==> src/rtl/cpu_pkg.sv <==
// Shared definitions for the 8-bit CPU program-flow logic.
//   seq_state_t    : sequencer states (IDLE, RUN, ARMED, HALT)
//   PC_W_DEFAULT   : default program counter width
//   BR_TARGET_W    : width of the absolute branch target carried by the ALU
//   STATS_W        : width of the optional taken-branch counter
package cpu_pkg;

  typedef enum logic [1:0] {
    IDLE  = 2'd0,
    RUN   = 2'd1,
    ARMED = 2'd2,
    HALT  = 2'd3
  } seq_state_t;

  localparam int PC_W_DEFAULT = 10;
  localparam int BR_TARGET_W  = 9;
  localparam int STATS_W      = 16;

endpackage

==> src/rtl/branch_sequencer_if.sv <==
// Bus between instruction decode/ALU and the branch sequencer.
//   master : decode side; drives start/hold and per-instruction decode flags
//   slave  : sequencer; drives pc and status flags back
// With BRANCH_SEQ_STATS_EN defined, the bus also carries br_taken_cnt.
interface branch_sequencer_if #(
  parameter int PC_W = cpu_pkg::PC_W_DEFAULT
);
  import cpu_pkg::*;

  logic                   start;
  logic                   hold;
  logic                   cmp_valid;
  logic                   cmp_eq;
  logic                   br_valid;
  logic [BR_TARGET_W-1:0] br_target;
  logic                   halt_i;
  logic [PC_W-1:0]        pc;
  logic                   armed;
  logic                   jumped;
  logic                   running;
  logic                   done;
`ifdef BRANCH_SEQ_STATS_EN
  logic [STATS_W-1:0]     br_taken_cnt;

  modport master (
    output start, hold, cmp_valid, cmp_eq, br_valid, br_target, halt_i,
    input  pc, armed, jumped, running, done, br_taken_cnt
  );
  modport slave (
    input  start, hold, cmp_valid, cmp_eq, br_valid, br_target, halt_i,
    output pc, armed, jumped, running, done, br_taken_cnt
  );
`else
  modport master (
    output start, hold, cmp_valid, cmp_eq, br_valid, br_target, halt_i,
    input  pc, armed, jumped, running, done
  );
  modport slave (
    input  start, hold, cmp_valid, cmp_eq, br_valid, br_target, halt_i,
    output pc, armed, jumped, running, done
  );
`endif

endinterface

==> src/rtl/branch_sequencer_pc_reg.sv <==
// Program counter register: load has priority over increment; neither
// asserted means hold. Increment wraps modulo 2^PC_W.
//   clk, rst_n : clock, async active-low reset (loads RESET_VAL)
//   load       : take load_val
//   inc        : advance by one
//   pc         : current program counter
module pc_reg #(
  parameter int              PC_W      = 10,
  parameter logic [PC_W-1:0] RESET_VAL = '0
) (
  input  logic            clk,
  input  logic            rst_n,
  input  logic            load,
  input  logic            inc,
  input  logic [PC_W-1:0] load_val,
  output logic [PC_W-1:0] pc
);

  always_ff @(posedge clk or negedge rst_n) begin
    if (!rst_n) begin
      pc <= RESET_VAL;
    end else if (load) begin
      pc <= load_val;
    end else if (inc) begin
      pc <= pc + PC_W'(1);
    end
  end

endmodule

==> src/rtl/branch_sequencer.sv <==
// Program-flow sequencer: owns the PC and turns the ALU's compare/branch
// instruction pair into a PC redirect.
//   clk, rst_n : clock, async active-low reset
//   bus        : branch_sequencer_if.slave
//                inputs  start, hold, cmp_valid, cmp_eq, br_valid,
//                        br_target, halt_i (decoded from instruction at pc)
//                outputs pc, armed, jumped, running, done
// Optional feature macro BRANCH_SEQ_STATS_EN: adds bus.br_taken_cnt, a
// saturating count of taken redirects, cleared on start and on reset.
// All outputs come from registers or the state register only.
module branch_sequencer
  import cpu_pkg::*;
#(
  parameter int              PC_W       = PC_W_DEFAULT,
  parameter logic [PC_W-1:0] START_ADDR = '0
) (
  input  logic                clk,
  input  logic                rst_n,
  branch_sequencer_if.slave   bus
);

  seq_state_t      state;
  seq_state_t      state_nxt;
  logic            pc_load;
  logic            pc_inc;
  logic [PC_W-1:0] pc_load_val;
  logic            redirect;
  logic            restart;
  logic            jumped_q;
  logic            cmp_hit;

  assign cmp_hit = bus.cmp_valid && bus.cmp_eq;

  // Next-state and PC control. hold only gates the executing states;
  // IDLE/HALT react to start alone.
  always_comb begin
    state_nxt   = state;
    pc_load     = 1'b0;
    pc_inc      = 1'b0;
    pc_load_val = START_ADDR;
    redirect    = 1'b0;
    restart     = 1'b0;
    case (state)
      IDLE, HALT: begin
        if (bus.start) begin
          state_nxt = RUN;
          pc_load   = 1'b1;
          restart   = 1'b1;
        end
      end
      RUN: begin
        if (!bus.hold) begin
          if (bus.halt_i) begin
            state_nxt = HALT;
          end else begin
            pc_inc    = 1'b1;
            state_nxt = cmp_hit ? ARMED : RUN;
          end
        end
      end
      ARMED: begin
        if (!bus.hold) begin
          if (bus.halt_i) begin
            state_nxt = HALT;
          end else if (bus.br_valid) begin
            state_nxt   = RUN;
            pc_load     = 1'b1;
            pc_load_val = PC_W'(bus.br_target);
            redirect    = 1'b1;
          end else begin
            // A fresh equal compare re-arms; anything else drops the branch.
            pc_inc    = 1'b1;
            state_nxt = cmp_hit ? ARMED : RUN;
          end
        end
      end
      default: state_nxt = IDLE;
    endcase
  end

  always_ff @(posedge clk or negedge rst_n) begin
    if (!rst_n) begin
      state    <= IDLE;
      jumped_q <= 1'b0;
    end else begin
      state    <= state_nxt;
      // One-cycle pulse, independent of hold.
      jumped_q <= redirect;
    end
  end

  pc_reg #(
    .PC_W      (PC_W),
    .RESET_VAL (START_ADDR)
  ) u_pc_reg (
    .clk      (clk),
    .rst_n    (rst_n),
    .load     (pc_load),
    .inc      (pc_inc),
    .load_val (pc_load_val),
    .pc       (bus.pc)
  );

  assign bus.armed   = (state == ARMED);
  assign bus.jumped  = jumped_q;
  assign bus.running = (state == RUN) || (state == ARMED);
  assign bus.done    = (state == HALT);

`ifdef BRANCH_SEQ_STATS_EN
  logic [STATS_W-1:0] taken_cnt;

  always_ff @(posedge clk or negedge rst_n) begin
    if (!rst_n) begin
      taken_cnt <= '0;
    end else if (restart) begin
      taken_cnt <= '0;
    end else if (redirect && (taken_cnt != {STATS_W{1'b1}})) begin
      taken_cnt <= taken_cnt + STATS_W'(1);
    end
  end

  assign bus.br_taken_cnt = taken_cnt;
`endif

endmodule
==> src/flat_wrapper.sv <==
// flat-port wrapper written by rule: the top's interface ports become plain ports
module branch_sequencer_flat import cpu_pkg::*;
#(
  parameter int              PC_W       = PC_W_DEFAULT,
  parameter logic [PC_W-1:0] START_ADDR = '0
)
  (clk, rst_n, bus_start, bus_hold, bus_cmp_valid, bus_cmp_eq, bus_br_valid, bus_br_target, bus_halt_i, bus_pc, bus_armed, bus_jumped, bus_running, bus_done);
  branch_sequencer_if #(.PC_W(PC_W)) bus_i ();
  input  logic clk;
  input  logic rst_n;
  input wire logic [$bits(bus_i.start)-1:0] bus_start;
  input wire logic [$bits(bus_i.hold)-1:0] bus_hold;
  input wire logic [$bits(bus_i.cmp_valid)-1:0] bus_cmp_valid;
  input wire logic [$bits(bus_i.cmp_eq)-1:0] bus_cmp_eq;
  input wire logic [$bits(bus_i.br_valid)-1:0] bus_br_valid;
  input wire logic [$bits(bus_i.br_target)-1:0] bus_br_target;
  input wire logic [$bits(bus_i.halt_i)-1:0] bus_halt_i;
  output wire logic [$bits(bus_i.pc)-1:0] bus_pc;
  output wire logic [$bits(bus_i.armed)-1:0] bus_armed;
  output wire logic [$bits(bus_i.jumped)-1:0] bus_jumped;
  output wire logic [$bits(bus_i.running)-1:0] bus_running;
  output wire logic [$bits(bus_i.done)-1:0] bus_done;
  assign bus_i.start = bus_start;
  assign bus_i.hold = bus_hold;
  assign bus_i.cmp_valid = bus_cmp_valid;
  assign bus_i.cmp_eq = bus_cmp_eq;
  assign bus_i.br_valid = bus_br_valid;
  assign bus_i.br_target = bus_br_target;
  assign bus_i.halt_i = bus_halt_i;
  assign bus_pc = bus_i.pc;
  assign bus_armed = bus_i.armed;
  assign bus_jumped = bus_i.jumped;
  assign bus_running = bus_i.running;
  assign bus_done = bus_i.done;
  branch_sequencer #(.PC_W(PC_W), .START_ADDR(START_ADDR)) u_core (.clk(clk), .rst_n(rst_n), .bus(bus_i));
endmodule
==> config.mk <==
export PLATFORM = sky130hd
export DESIGN_NAME = branch_sequencer_flat
export DESIGN_NICKNAME = d
export VERILOG_FILES = /design/src/rtl/cpu_pkg.sv /design/src/rtl/branch_sequencer_if.sv /design/src/rtl/branch_sequencer_pc_reg.sv /design/src/rtl/branch_sequencer.sv /design/src/flat_wrapper.sv
export SDC_FILE = /design/constraint.sdc
export NUM_CORES = 1
export LEC_CHECK = 0
export CAP_MARGIN = 20
export CELL_PAD_IN_SITES_DETAIL_PLACEMENT = 0
export CELL_PAD_IN_SITES_GLOBAL_PLACEMENT = 1
export CORE_MARGIN = 3
export CORE_UTILIZATION = 31
export DETAILED_ROUTE_END_ITERATION = 16
export GPL_ROUTABILITY_DRIVEN = 1
export PLACE_DENSITY_LB_ADDON = 0.05
export SLEW_MARGIN = 20
export SYNTH_ARGS = -nofsm -noshare
export SYNTH_HDL_FRONTEND = slang
export SYNTH_SLANG_ARGS = --single-unit
export TNS_END_PERCENT = 50
==> constraint.sdc <==
create_clock -name clk -period 2.7 [get_ports clk]
set_clock_uncertainty 0.1 [all_clocks]
set_input_delay 0.54 -clock clk [delete_from_list [all_inputs] [get_ports clk]]
set_output_delay 0.54 -clock clk [all_outputs]
set_load 0.005 [all_outputs]
### Yosys cells after proc, flatten, opt, wreduce, memory -nomap -nowiden

Index checks and enable logic that the tools add are counted.
Widths: inputs -> output; s select.

* register bits: 13
* input bits: 17
* output and inout port bits: 14

* add/sub/neg operators: 1
* equal/unequal tests: 6
* mux-type cells: 26
* reduce and logical (&&, ||, !) cells: 6

Operators with widths (number)
* $mux 10: 5
* $mux 2: 7
* $add 10x1->10 const B: 1
* $mux 1: 10
* $mux 9: 1
* $ne 2x2->1 const B: 3
* $pmux 2 s3: 1
* $eq 2x2->1 const B: 2
* $pmux 1 s2: 2
* $reduce_and 3->1: 1
* $eq 2x1->1 const B: 1
* $logic_not 2->1: 1
* $reduce_bool 2->1: 1
* $reduce_or 2->1: 1
* $logic_and 1x1->1: 1
* $logic_or 1x1->1: 1

### Depth between registers and ports, before layout

* word-level depth: 6
* gate-level depth with buffers: 7

### Cells and area by module

Synthesis repeated with hierarchy kept, for this count alone.

* cell total of the unflattened synthesis: 99
* area total of the unflattened synthesis: 897.1 um^2

Modules (own cells, without submodules)
* pc_reg: times used 1, cells each 61, area an instance 566.8 um^2, sequential area each 250.2 um^2
* branch_sequencer: times used 1, cells each 38, area an instance 330.3 um^2, sequential area each 75.1 um^2

### Least setup slack after synthesis

No wires, ideal clock.

* kind: reg2reg
* start: register u_core.state[0]
* end: register u_core.u_pc_reg.pc[9]
* arrival: 1.756 ns
* required time: 2.526 ns
* setup slack: 0.770 ns
* cell stages (with the launch flop): 7
* buffers on the path: 0
* clock period less this slack: 1.930 ns
* cell sequence: dfrtp_1 > inv_1 > ha_1 > nor3_4 > o21ai_2 > or4_4 > a21oi_2

* word-level cells in the longest chain between the ends: 4

RTL lines
* from (decl): line branch_sequencer.sv:22 `seq_state_t state;`
* from (signal assigned): line branch_sequencer.sv:86 `state <= state_nxt;`
* $eq 2x2->1 / $logic_not 2->1 (equally long branches): line branch_sequencer.sv:43 `case (state)`
* $reduce_or 2->1: line branch_sequencer.sv:43
* $pmux 1 s2: line branch_sequencer.sv:43
* $mux 10 / $reduce_bool 2->1 (equally long branches)
* to (signal assigned): line branch_sequencer_pc_reg.sv:23 `pc <= load_val;`
* to (signal assigned): line branch_sequencer_pc_reg.sv:25 `pc <= pc + PC_W'(1);`
* to (decl): line branch_sequencer_pc_reg.sv:16 `output logic [PC_W-1:0] pc`

Several ways; a longest one is shown, not always the timed one.
A chain may end at the register's enable or synchronous reset.

### Worst setup path after layout

* start: register u_core.state[0]
* end: output port bus_running

* word-level cells in the longest chain between the ends: 2

RTL lines
* $eq 2x1->1 / $eq 2x2->1 (equally long branches): line branch_sequencer.sv:106 `assign bus.running = (state == RUN) || (state == ARMED);`
* $logic_or 1x1->1 (*): line branch_sequencer.sv:106
* to (decl): line flat_wrapper.sv:21 `output wire logic [$bits(bus_i.running)-1:0] bus_running;`

Mark *: on every way between the ends. The rest lies on a longest branch, timed or not.

==> results by group <==
Cells and area
  • Commonest non-fill, non-tap cell in the layout: clkdlybuf4s50_1
  • Most frequent cells in the layout: 30 x clkdlybuf4s50_1, 16 x nand2_1, 13 x dfrtp_1
  • Nets@finish: 145
  • Area Growth Syn to Fin: 45.34%
  • Layout cell share with drive strength beyond 1: 0.08197
  • Diodes inserted: 0
  • Fillers: 254
  • Final instance area: 0.001191 mm^2
  • Largest register FFs: 10

Critical path
  • Worst Path Required: 2.06 ns
  • Crit Path Class: reg2out
  • Worst EP arrival: 1.76 ns
  • Worst reg-to-reg setup slack: 0.62 ns
  • R2R Path Start: u_core.state[0]
  • Crit end category: primary output
  • Worst R2R Path Depth: 6
  • Critical-path maximum fanout: 4
  • Startpoint Class: flop
  • Worst r2r dst: u_core.u_pc_reg.pc[9]

Detailed routing
  • DR vias: 764
  • Vias per std cell: 5.026
  • DRC: 0
  • Post-route ant nets: 0
  • DR WL/cell: 13.40 um
  • Drt first pass iters: 4
  • Initial DRC count: 12
  • Routed wire length: 2.037 mm

Synthesis
  • Yosys cell types: 28
  • Synth Instances: 88
  • Synthesis Warnings: 0
  • Post-synth net total: 110
  • Leading area contributor after synthesis: dfrtp_1
  • Primary FF master, synth: dfrtp_1
  • Post-synth EDFFs: 0
  • Synth Area per Inst: 9.313 um^2
  • Mapped cell area: 819.5 um^2
  • Share of the synthesized area in the top cell type: 0.3969
  • Sequential area share after synthesis: 0.3969
  • Seq cells post-synth: 13
  • Ys async rst share: 1.000
  • Top post-synthesis cells by area: dfrtp_1 40%, ha_1 7.6%, nand2_1 7.3%, xor2_1 6.4%, o21ai_0 6.1%

STA
  • Worst hold slack: 0.4784 ns
  • Final min period: 2.396 ns
  • Setup TNS: 0 ns
  • Maximum clock frequency: 417.4 MHz
  • Final Hold Viols: 0
  • Final count of pins violating max slew: 0
  • Normalized max-slew margin: 0.5992
  • RSZ-0062 raised after global routing: false
  • Final Cycle Share: 0.8874
  • Setup violations, final: 0
  • Slew of the pin with the lowest slew margin: 0.5993 ns

Job
  • Maxcap violations: 0

Floorplanning
  • Rows: 18
  • Die Height: 57.42 um
  • I/O pins: 31
  • Initial Util: 0.3278
  • Core footprint: 0.002500 mm^2
  • Die W: 57.42 um
  • Die area: 0.003296 mm^2

Global route
  • Vias in the first global route: 756
  • Total congestion overflow: 0
  • First-pass GRT wire length: 3.353 mm
  • GRT Total Usage: 0.1303
  • Largest net degree at the start of global routing: 14
  • Initial antenna violation count: 0

Placed design
  • Hpwl dp: 1.553 mm
  • Dpl cell area: 0.001165 mm^2
  • # port buffers: 30
  • Gp weighted congestion: 0.7760

Power
  • Pwr Density: 692.6 mW/mm^2
  • Peak VDD IR: 0.0004310 V
  • Leakage power: 0.0004911 uW

Clock tree
  • CTS buffer count: 3
  • Clk root buf: clkbuf_4
  • Post-CTS Hold Buffers: 0
  • Setup Fix Bufs, Post-CTS: 0
  • Skew-Pair Late Insertion Delay: 0.28 ns
  • CTS resizes: 0
  • CTS Sinks: 13
  • Clock Pin Slew Worst Setup and Hold Paths: 0.07 ns
  • Deepest clock path buffer count: 2
  • H-tree depth: 1
  • CTS tree: built

Worst hold path
  • Worst Hold Depth: 2
  • Worst Hold Launch: u_core.u_pc_reg.pc[9]
  • Endpoint of the worst hold path: u_core.u_pc_reg.pc[9]
  • Worst min-delay path class: reg2reg

Run status
  • Status: finished, final reports clean
-- how the worst max path moves through the flow --
stage / startpoint / endpoint / slack, ns / depth (start not counted)
after floorplan: u_core.state[0] / u_core.u_pc_reg.pc[9] / 0.77 / 6
after global placement: bus_halt_i / u_core.u_pc_reg.pc[9] / 0.36 / 5
after detailed placement: bus_halt_i / u_core.u_pc_reg.pc[9] / 0.33 / 5
after CTS: u_core.state[0] / bus_running / 0.30 / 4
after global routing: u_core.state[0] / bus_running / 0.20 / 4
final: u_core.state[0] / bus_running / 0.30 / 4
-- worst max-delay path, stage by stage, from the launching register on --
cell	delay (ns)
dfrtp_1	0.41
inv_1	0.08
ha_1	0.37
inv_1	0.12
clkdlybuf4s50_1	0.51
-- cells in the mapped netlist, drive strengths merged (2+ instances only) --
cell,number
clkbuf,2
or3,2
o21ai,11
dfrtp,13
o2111ai,4
and3,2
nand2b,2
o211ai,3
ha,5
nand2,16
xor2,6
o31ai,2
inv,3
a21oi,5
-- metrics by stage --
stage / power, uW / worst slack [ns] / std cells / util
6_report: 825.0 / 0.3041 / 152 / 0.4765
5_1_grt: 893.6 / 0.1993 / 152 / 0.4765
4_1_cts: 835.9 / 0.2954 / 152 / 0.4765
3_5_place_dp: 708.4 / 0.3321 / 148 / 0.4660
3_3_place_gp: 710.6 / 0.3623 / 148 / 0.4660
2_1_floorplan: 504.7 / 0.7704 / 88 / -
-- metal layers --
metal | vias to the layer above | GRT usage | share of wire
met5 | - | 0 | 0
met4 | 0 | 0.01987 | 0.0049
met3 | 2 | 0.05656 | 0.066
met2 | 20 | 0.1935 | 0.43
met1 | 353 | 0.1793 | 0.49
li1 | 389 | - | -
-- power breakdown --
group	leakage, uW	switching, uW	internal [uW]
sequential	0.000175	59.9	243
clock	0.0000150	62.9	57.3
combinational	0.000302	194	208
total	0.000491	316	509
-- layout make-up --
class | count | area [um^2] | share of cell area
tap | 30 | 37.54 | 0.03151
clock buffer | 4 | 26.28 | 0.02206
multi-input combinational | 70 | 475.5 | 0.3992
inverter | 3 | 11.26 | 0.009454
timing repair buffer | 32 | 315.3 | 0.2647
sequential | 13 | 325.3 | 0.2731
-- cells by family (layout without fill, tap and decap cells) --
kind of cell	Yosys count	in the layout	share of synthesized area
simple gates	31	31	0.2137
compound gates	27	27	0.2137
flops	13	13	0.3969
xor+xnor	6	6	0.06412
fa+ha+maj	5	5	0.07634
buf+inv	5	39	0.02290
mux	1	1	0.01221
Power figures use the tool's default switching activity.
